**config.mk**
```make
export PLATFORM = sky130hd
export DESIGN_NAME = alu_pipe
export DESIGN_NICKNAME = d
export VERILOG_FILES = /design/src/rtl/alu_pipe.sv
export SDC_FILE = /design/constraint.sdc
export NUM_CORES = 1
export LEC_CHECK = 0
export BUFFER_PORTS_ARGS = -buffer_cell sky130_fd_sc_hd__buf_2
export CORE_UTILIZATION = 35
export DETAILED_ROUTE_END_ITERATION = 8
export SLEW_MARGIN = 20
export SYNTH_ARGS = -nofsm -noshare
export SYNTH_HDL_FRONTEND = slang
export SYNTH_SLANG_ARGS = --single-unit
```
**constraint.sdc**
```tcl
create_clock -name clk -period 11.1 [get_ports clk]
set_input_delay 1.11 -clock clk [delete_from_list [all_inputs] [get_ports clk]]
set_output_delay 1.11 -clock clk [all_outputs]
set_load 0.01 [all_outputs]
```
**src/rtl/alu_pipe.sv**
```systemverilog
// alu_pipe: 16-op registered ALU with valid/ready handshake on both sides.
//   A single output register gives 1-cycle latency. It can reload in the same
//   cycle that the consumer takes the old result, so throughput is 1 op/cycle.
//   The architectural carry flag feeds ADDC/SUBB. A sticky overflow flag
//   records any overflow until software clears it.
// Ports:
//   clk, rst_n                  clock, synchronous active-low reset
//   in_valid/in_ready           input handshake
//   in_a, in_b, in_op, in_tag   operands, opcode, opaque tag
//   out_valid/out_ready         output handshake
//   out_result, out_tag         result and its tag
//   out_zero/carry/ovf          per-result flags
//   carry_flag, sticky_ovf      architectural flags; clr_sticky clears sticky
module alu_pipe #(
  parameter int WIDTH = 32,
  parameter int TAG_W = 4
) (
  input  logic             clk,
  input  logic             rst_n,
  input  logic             in_valid,
  output logic             in_ready,
  input  logic [WIDTH-1:0] in_a,
  input  logic [WIDTH-1:0] in_b,
  input  logic [3:0]       in_op,
  input  logic [TAG_W-1:0] in_tag,
  output logic             out_valid,
  input  logic             out_ready,
  output logic [WIDTH-1:0] out_result,
  output logic [TAG_W-1:0] out_tag,
  output logic             out_zero,
  output logic             out_carry,
  output logic             out_ovf,
  output logic             carry_flag,
  output logic             sticky_ovf,
  input  logic             clr_sticky
);
  localparam int SHW = $clog2(WIDTH);
  localparam int MSB = WIDTH - 1;

  typedef enum logic [3:0] {
    OP_ADD  = 4'd0,  OP_SUB  = 4'd1,  OP_AND  = 4'd2,  OP_OR   = 4'd3,
    OP_XOR  = 4'd4,  OP_NAND = 4'd5,  OP_NOTA = 4'd6,  OP_PASA = 4'd7,
    OP_SLL  = 4'd8,  OP_SRL  = 4'd9,  OP_SRA  = 4'd10, OP_SLT  = 4'd11,
    OP_SLTU = 4'd12, OP_ADDC = 4'd13, OP_SUBB = 4'd14, OP_PASB = 4'd15
  } op_e;

  op_e              op;
  logic             accept;
  logic             cin;
  logic [SHW-1:0]   shamt;
  logic [WIDTH:0]   add_w, sub_w;
  logic             add_ovf, sub_ovf;
  logic [WIDTH-1:0] alu_res;
  logic             alu_c, alu_v;

  logic             valid_q, valid_d;
  logic [WIDTH-1:0] res_q, res_d;
  logic [TAG_W-1:0] tag_q, tag_d;
  logic             zero_q, zero_d;
  logic             c_q, c_d;
  logic             v_q, v_d;
  logic             cf_q, cf_d;
  logic             sticky_q, sticky_d;

  assign op       = op_e'(in_op);
  assign in_ready = !valid_q || out_ready;
  assign accept   = in_valid && in_ready;
  assign shamt    = in_b[SHW-1:0];

  // Carry-in uses the flag as it stands now. The flag is written on the same
  // edge the result loads, so an ADDC right behind an ADD sees the new carry.
  assign cin   = cf_q && (op == OP_ADDC || op == OP_SUBB);
  assign add_w = {1'b0, in_a} + {1'b0, in_b} + {{WIDTH{1'b0}}, cin};
  // Bit WIDTH of the extended difference is the borrow.
  assign sub_w = {1'b0, in_a} - {1'b0, in_b} - {{WIDTH{1'b0}}, cin};
  assign add_ovf = (in_a[MSB] == in_b[MSB]) && (add_w[MSB] != in_a[MSB]);
  assign sub_ovf = (in_a[MSB] != in_b[MSB]) && (sub_w[MSB] != in_a[MSB]);

  always_comb begin
    alu_res = '0;
    alu_c   = 1'b0;
    alu_v   = 1'b0;
    case (op)
      OP_ADD, OP_ADDC: begin
        alu_res = add_w[WIDTH-1:0];
        alu_c   = add_w[WIDTH];
        alu_v   = add_ovf;
      end
      OP_SUB, OP_SUBB: begin
        alu_res = sub_w[WIDTH-1:0];
        alu_c   = sub_w[WIDTH];
        alu_v   = sub_ovf;
      end
      OP_AND:  alu_res = in_a & in_b;
      OP_OR:   alu_res = in_a | in_b;
      OP_XOR:  alu_res = in_a ^ in_b;
      OP_NAND: alu_res = ~(in_a & in_b);
      OP_NOTA: alu_res = ~in_a;
      OP_PASA: alu_res = in_a;
      OP_SLL:  alu_res = in_a << shamt;
      OP_SRL:  alu_res = in_a >> shamt;
      OP_SRA:  alu_res = WIDTH'($signed(in_a) >>> shamt);
      OP_SLT:  alu_res = {{(WIDTH-1){1'b0}}, ($signed(in_a) < $signed(in_b))};
      OP_SLTU: alu_res = {{(WIDTH-1){1'b0}}, (in_a < in_b)};
      OP_PASB: alu_res = in_b;
      default: alu_res = '0;
    endcase
  end

  always_comb begin
    valid_d  = valid_q;
    res_d    = res_q;
    tag_d    = tag_q;
    zero_d   = zero_q;
    c_d      = c_q;
    v_d      = v_q;
    cf_d     = cf_q;
    sticky_d = sticky_q;
    if (accept) begin
      // A new op overwrites whatever was held; the old one is either being
      // taken this cycle or the register was empty.
      valid_d = 1'b1;
      res_d   = alu_res;
      tag_d   = in_tag;
      zero_d  = (alu_res == '0);
      c_d     = alu_c;
      v_d     = alu_v;
      if (op == OP_ADD || op == OP_SUB || op == OP_ADDC || op == OP_SUBB)
        cf_d = alu_c;
    end else if (out_ready) begin
      valid_d = 1'b0;
    end
    // Set takes priority over clear.
    if (accept && alu_v)  sticky_d = 1'b1;
    else if (clr_sticky)  sticky_d = 1'b0;
  end

  always_ff @(posedge clk) begin
    if (!rst_n) begin
      valid_q  <= 1'b0;
      res_q    <= '0;
      tag_q    <= '0;
      zero_q   <= 1'b0;
      c_q      <= 1'b0;
      v_q      <= 1'b0;
      cf_q     <= 1'b0;
      sticky_q <= 1'b0;
    end else begin
      valid_q  <= valid_d;
      res_q    <= res_d;
      tag_q    <= tag_d;
      zero_q   <= zero_d;
      c_q      <= c_d;
      v_q      <= v_d;
      cf_q     <= cf_d;
      sticky_q <= sticky_d;
    end
  end

  assign out_valid  = valid_q;
  assign out_result = res_q;
  assign out_tag    = tag_q;
  assign out_zero   = zero_q;
  assign out_carry  = c_q;
  assign out_ovf    = v_q;
  assign carry_flag = cf_q;
  assign sticky_ovf = sticky_q;
endmodule

```
==> metrics.md, run 1 <==
| Metric | Value |
|---|---|
| Pwr dens | 77.6 mW/mm^2 |
| Num rows | 72 |
| Syn avg cell area | 7.02 sq um |
| Die Wd | 201 um |
| R2R depth | 16 |
| Worst Tran Pin Value | 1.15 ns |
| Crit path max-delay cell type | a2111oi_0 |
| Distinct cells, synth | 85 |
| R2R Path End | out_zero |
| Vias post-DR | 16400 |
| Filler cells | 4192 |
| Io pins | 120 |
| 1st-iter DRT viols | 2423 |
| Register area | 841 sq um |
| Clk slew on worst S/H paths | 0.06 ns |
| Commonest cells after routing, fill and taps aside | nor2_1, nand2_1, ha_1 |
| Most common cell after layout, fill and taps aside | nor2_1 |
| HPWL Detailed | 55.7 mm |
| Async SR Flop Fraction | 0% |
| Vias per cell | 6.65 |
| Post-DR wirelength/cell | 28.8 um |
| Initial Utilization | 35.7% |
| Number of cells in the finished layout apart from fillers | 2468 |
| Hold_buf cts | 0 |
| CP Class | in2reg |
| Resize count post-CTS | 0 |
| H-tree Lvls | 2 |
| Area after DPL | 0.0146 sq mm |
| Maximum vdd drop | 0.0000488 V |
| Vias in the first global route | 14900 |
| Total track usage | 33.7% |
| Synth-to-Final Area Change | 6.53% |
| Buf/Inv on CP | 3 |
| Final min period | 7.12 ns |
| Dpl cells | 2460 |
| Hold EP | out_tag[0] |
| Dpl ws | 3.73 ns |
| Synth Flop Type | dfxtp_1 |
| Multi-input logic area | 0.0118 sq mm |
| Max-slew violations | 0 |
| Max Clock Freq | 0.140 GHz |
| Sequential area share after synthesis | 6.07% |
| Gpl congestion | 1.06 |
| IO Port Bufs | 119 |
| YS warnings | 0 |
| Max cap viols | 0 |
| Tot Pwr | 1.14 mW |
| WP data arrival | 7.32 ns |
| Post-route setup slack | 3.98 ns |
| Chip height | 201 um |
| Initial antenna violation count | 3 |
| CP Cell Sequence | buf_2, buf_4, inv_1, nor2_1, nand3_1, fa_1, ha_1, nor2_1, fa_1, nor2b_1, o211ai_1, o21ai_0, or4_1, nand4b_1, o21ai_0, a2111oi_0, nor4b_2, nand3_1, or4_1, o31ai_1 |
| Share of cells above drive strength 1 | 13.4% |
| WHS Path Cells | 2 |
| CTS tree | done |
| Fin. Hold Viols | 0 |
| Routed WL | 71.2 mm |
| Worst Path Max Fanout | 48 |
| Remaining antenna violation count | 0 |
| Post-CTS setup buffer count | 0 |
| Static leakage | 6.13 nW |
| Largest net degree at the start of global routing | 59 |
| R2R Setup Slk | 5.62 ns |
| Critical Path RT | 11.30 ns |
| Number of synthesized flops with an enable pin | 0 |
| Max-slew headroom | 21.6% |
| Outcome | finished, final reports clean |
| Final Cell Area | 0.0147 sq mm |
| Mapped Area | 0.0138 sq mm |
| Final setup viols | 0 |
| DRC | 0 |
| Setup_tns | 0 ns |
| CP startpoint kind | input pin |
| Longest Clk Path Bufs | 2 |
| Nets | 2189 |
| CP peak stage delay | 0.60 ns |
| Total CTS buffers | 5 |
| Crit path max-delay family | simple AND/OR/NAND/NOR gates |
| Final Cycle Share | 64.2% |
| Min-delay src | out_tag[0] |
| Crit. End Element | flop |
| Worst clock skew | 0.00208 ns |
| Mapped Cells | 1973 |
| Clock Tree Root | clkbuf_16 |
| FF-to-FF Start | carry_flag |
| Clock sink count | 42 |
| Initial DRT Pass Iterations | 6 |
| Worst Hold Class | reg2reg |
| Global-route wire length before repair | 102 mm |
| Worst-Skew Late Latency | 0.28 ns |
| Placeable Area | 0.0388 sq mm |
| Die area | 0.0403 sq mm |
| Yosys reg bits | 42 |
| # diodes | 0 |
| RSZ-0062 raised after global routing | false |
| Grt total ovfl | 0 |
| Synth Net Count | 2213 |
==> through the flow <==
| stage | utilization (%) | hold WS, ns |
|---|---|---|
| final | 38.0 | 0.450 |
| after global routing | 38.0 | 0.486 |
| after CTS | 38.0 | 0.452 |
| after detailed placement | 37.6 | 0.444 |
| after global placement | 37.6 | 0.439 |
| after floorplan | - | 0.481 |
==> logic make-up (layout without fill, tap and decap cells) <==
logic type	Yosys count	after routing	synth area share (%)
AO/OA/AOI/OAI	623	623	30.0
XOR/XNOR	66	66	4.18
adder cells (fa/ha/maj)	163	163	15.0
buffers and inverters	309	286	8.94
flip-flops	42	42	6.07
multiplexers	136	136	14.2
AND/OR/NAND/NOR	634	634	21.6
==> state kept, by name, summed over array words and instances, names as in the netlist <==
register / count
out_result: 32
out_tag: 4
out_zero: 1
out_valid: 1
out_ovf: 1
out_carry: 1
sticky_ovf: 1
carry_flag: 1
==> worst max path at each step <==
stage	startpoint	cells past startpoint	end	slack, ns
after floorplan	in_b[0]	21	out_zero	4.85
after global placement	in_op[3]	18	out_zero	3.85
after detailed placement	in_op[3]	18	out_zero	3.73
after CTS	in_op[3]	18	out_zero	4.02
after global routing	in_op[3]	20	out_zero	3.58
final	in_op[3]	20	out_zero	3.98
==> where the power goes <==
| group | switching (mW) | internal (mW) |
|---|---|---|
| registers | 0.00583 | 0.163 |
| logic | 0.549 | 0.280 |
| clock network | 0.0577 | 0.0889 |
==> Yosys cell counts (8+ instances only) <==
library cell,instances,area (sq um)
xor2_1,32,280
inv_1,129,484
nor2_1,200,751
or4_1,13,97.6
o211ai_1,28,210
clkbuf_1,115,432
o21ai_0,108,541
mux2i_1,62,621
a21oi_1,157,786
nand2_1,185,694
or2_2,9,56.3
nor4_1,22,138
o221ai_1,17,149
o21a_1,12,90.1
buf_1,21,78.8
o22ai_1,40,250
a221oi_1,16,140
o2111ai_1,11,96.3
nand4_1,21,131
nor3_1,59,295
or3_1,8,50.1
nor2b_1,17,106
nand3_1,36,180
a22oi_1,25,188
o31ai_1,12,90.1
a31oi_1,21,131
a21o_1,20,150
xnor2_1,34,298
nand2b_1,16,100
a2111oi_0,14,123
ha_1,159,1990
a211oi_1,47,353
mux2_2,28,315
mux4_2,46,1040
a311oi_1,10,87.6
dfxtp_1,42,841
buf_2,32,160
and2_1,8,50.1
buf_4,10,75.1
==> cell type report <==
type,count,area share [%]
Clock buffer,6,0.942
Clock inverter,2,0.0848
Inverter,131,3.33
Multi-Input combinational cell,1622,80.0
Sequential cell,42,5.70
Tap cell,518,4.40
Timing Repair Buffer,147,5.53
==> metal layers <==
| layer | vias up | global-route usage (%) | part of all wire (%) | wire [um] |
|---|---|---|---|---|
| met5 | - | 0 | 0.034 | 24 |
| met4 | 4 | 12.5 | 4.1 | 2930 |
| met3 | 158 | 4.58 | 11 | 7510 |
| met2 | 1115 | 51.6 | 43 | 30500 |
| met1 | 7887 | 47.8 | 42 | 30200 |
| li1 | 7242 | - | - | - |
==> worst min-delay path, delay by kind of cell (launching register included) <==
family / cells / cell delay (ns)
AO/OA/AOI/OAI: 1 / 0.05
AND/OR/NAND/NOR: 1 / 0.05
flip-flops: 1 / 0.30
No activity file was read; power rests on OpenSTA's default activity.
==> run 2, diff against run 1 <==
==> constraint.sdc (replaced) <==
create_clock -name clk -period 6.46 [get_ports clk]
set_input_delay 0.646 -clock clk [delete_from_list [all_inputs] [get_ports clk]]
set_output_delay 0.646 -clock clk [all_outputs]
set_load 0.01 [all_outputs]
==> run 2 against run 1 <==
Total power increased by 76%. Sequential power rose by 72%. Global-route usage is 1.2 points higher. Via count rose by 1.9%. Critical endpoint unchanged. Largest power group unchanged.
==> metrics.md, run 2 (same netlist as run 1, synthesis figures left out) <==
| Metric | Value |
|---|---|
| IO Port Bufs | 119 (unchanged) |
| Initial DRT Pass Iterations | 6 (unchanged) |
| DRC | 0 (unchanged) |
| Largest net degree at the start of global routing | 96 (was 59) |
| Longest Clk Path Bufs | 2 (unchanged) |
| Vias in the first global route | 15500 (was 14900) |
| Share of cells above drive strength 1 | 14.5% (was 13.4%) |
| Grt total ovfl | 0 (unchanged) |
| Worst Tran Pin Value | 1.30 ns (was 1.15 ns) |
| Pwr dens | 134 mW/mm^2 (was 77.6 mW/mm^2) |
| Static leakage | 6.29 nW (was 6.13 nW) |
| Worst-Skew Late Latency | 0.28 ns (about the same) |
| Resize count post-CTS | 0 (unchanged) |
| H-tree Lvls | 2 (unchanged) |
| Post-CTS setup buffer count | 0 (unchanged) |
| Gpl congestion | 1.07 (was 1.06) |
| Nets | 2219 (was 2189) |
| Die area | 0.0403 sq mm (unchanged) |
| Final setup viols | 0 (unchanged) |
| Max reg flops | 32 (unchanged) |
| Final min period | 5.74 ns |
| Maximum vdd drop | 0.0000886 V (was 0.0000488 V) |
| Placeable Area | 0.0388 sq mm (unchanged) |
| Vias per cell | 6.69 (was 6.65) |
| Vias post-DR | 16700 (was 16400) |
| Global-route wire length before repair | 106 mm (was 102 mm) |
| Final design utilization | 38.6% (was 38.0%) |
| Total track usage | 34.9% (was 33.7%) |
| Io pins | 120 (unchanged) |
| Synth-to-Final Area Change | 8.40% (was 6.53%) |
| Fin. Hold Viols | 0 (unchanged) |
| Tot Pwr | 2.02 mW (was 1.14 mW) |
| Outcome | finished, final reports clean (unchanged) |
| Clock sink count | 42 (unchanged) |
| Max-slew headroom | 11.2% (was 21.6%) |
| Crit. End Element | flop (unchanged) |
| Worst Path Max Fanout | 4 (was 48) |
| Commonest cells after routing, fill and taps aside | nor2_1, nand2_1, ha_1 (unchanged) |
| Initial Utilization | 35.7% (unchanged) |
| Final Cycle Share | 88.8% |
| CP Class | in2reg (unchanged) |
| Hold_buf cts | 0 (unchanged) |
| WP data arrival | 5.94 ns (was 7.32 ns) |
| Post-DR wirelength/cell | 29.3 um (was 28.8 um) |
| Max-slew violations | 0 (unchanged) |
| Most common cell after layout, fill and taps aside | nor2_1 (unchanged) |
| CTS tree | done (unchanged) |
| CP startpoint kind | input pin (unchanged) |
| Worst clock skew | 0.00331 ns (was 0.00208 ns) |
| Setup_tns | 0 ns (unchanged) |
| Worst Hold Class | reg2reg (unchanged) |
| Total CTS buffers | 5 (unchanged) |
| Num rows | 72 (unchanged) |
| Critical Path RT | 6.66 ns (was 11.30 ns) |
| Clock Tree Root | clkbuf_16 (unchanged) |
| Routed WL | 73.3 mm (was 71.2 mm) |
| Die Wd | 201 um (unchanged) |
| Max Clock Freq | 0.174 GHz |
| RSZ-0062 raised after global routing | false (unchanged) |
| 1st-iter DRT viols | 2548 (was 2423) |
| HPWL Detailed | 57.7 mm (was 55.7 mm) |
| Max cap viols | 0 (unchanged) |
| Clk slew on worst S/H paths | 0.05 ns (was 0.06 ns) |
| Chip height | 201 um (unchanged) |
| Remaining antenna violation count | 0 (unchanged) |
| Initial antenna violation count | 2 (was 3) |
-- run 2: cell count changes in the layout (fill, tap and decap cells not counted), sizes merged --
| cell | change |
|---|---|
| clkinv | -1 |
| clkbuf | +1 |
| diode | +1 |
| buf | +30 |
| bufinv | +1 |
| clkinvlp | -1 |
-- run 2: per-layer routing --
| metal | routed length [um] | share of wire [%] | GRT usage [%] |
|---|---|---|---|
| met3 | 8170 | 11 | 6.72 |
| met5 | 13 | 0.018 | 0 |
| met4 | 3550 | 4.8 | 15.1 |
| met1 | 30100 | 41 | 47.1 |
| met2 | 31400 | 43 | 54.0 |
-- run 2: through the flow --
stage	hold WS (ns)	worst slack, ns	cells	cell area [sq um]
5_1_grt	0.471	0.462	2498	15000
4_1_cts	0.452	0.824	2498	15000
3_5_place_dp	0.445	0.538	2490	14800
2_1_floorplan	0.481	0.678	1973	13800
3_3_place_gp	0.439	0.635	2490	14800
6_report	0.455	0.724	2499	15000
-- run 2: worst max-delay path: stages --
cell	delay (ns)
buf_2	0.17
xor2_1	0.22
nand3_1	0.14
fa_1	0.51
inv_1	0.08
ha_1	0.17
nor2_1	0.07
fa_1	0.43
nor2b_1	0.17
o211ai_1	0.35
o21ai_0	0.27
or4_1	0.56
nand4b_1	0.12
o21ai_0	0.08
a2111oi_0	0.66
nor4b_2	0.33
nand3_1	0.14
or4_1	0.57
o31ai_1	0.24
-- run 2: final cells by class --
type	instances	area [sq um]
sequential	42	841
inverter	131	492
clock buffer	7	133
fill	4145	23800
antenna	1	2.50
tap	518	648
timing repair buffer	177	1070
multi-input combinational	1622	11800
clock inverter	1	30.0
-- run 2: final timing paths --
kind | from | endpoint | slack, ns | depth (start not counted)
min reg2reg | out_tag[1] | out_tag[1] | 0.45 | 2
min | out_tag[1] | out_tag[1] | 0.45 | 2
max | in_op[1] | out_zero | 0.72 | 19
max reg2reg | carry_flag | out_zero | 1.03 | 17
-- run 2: where the power goes --
part           internal (mW)  total (mW)  switching, mW
combinational          0.495        1.45          0.958
sequential             0.280       0.290        0.00987
clock                  0.182       0.275         0.0922
total                  0.958        2.02           1.06
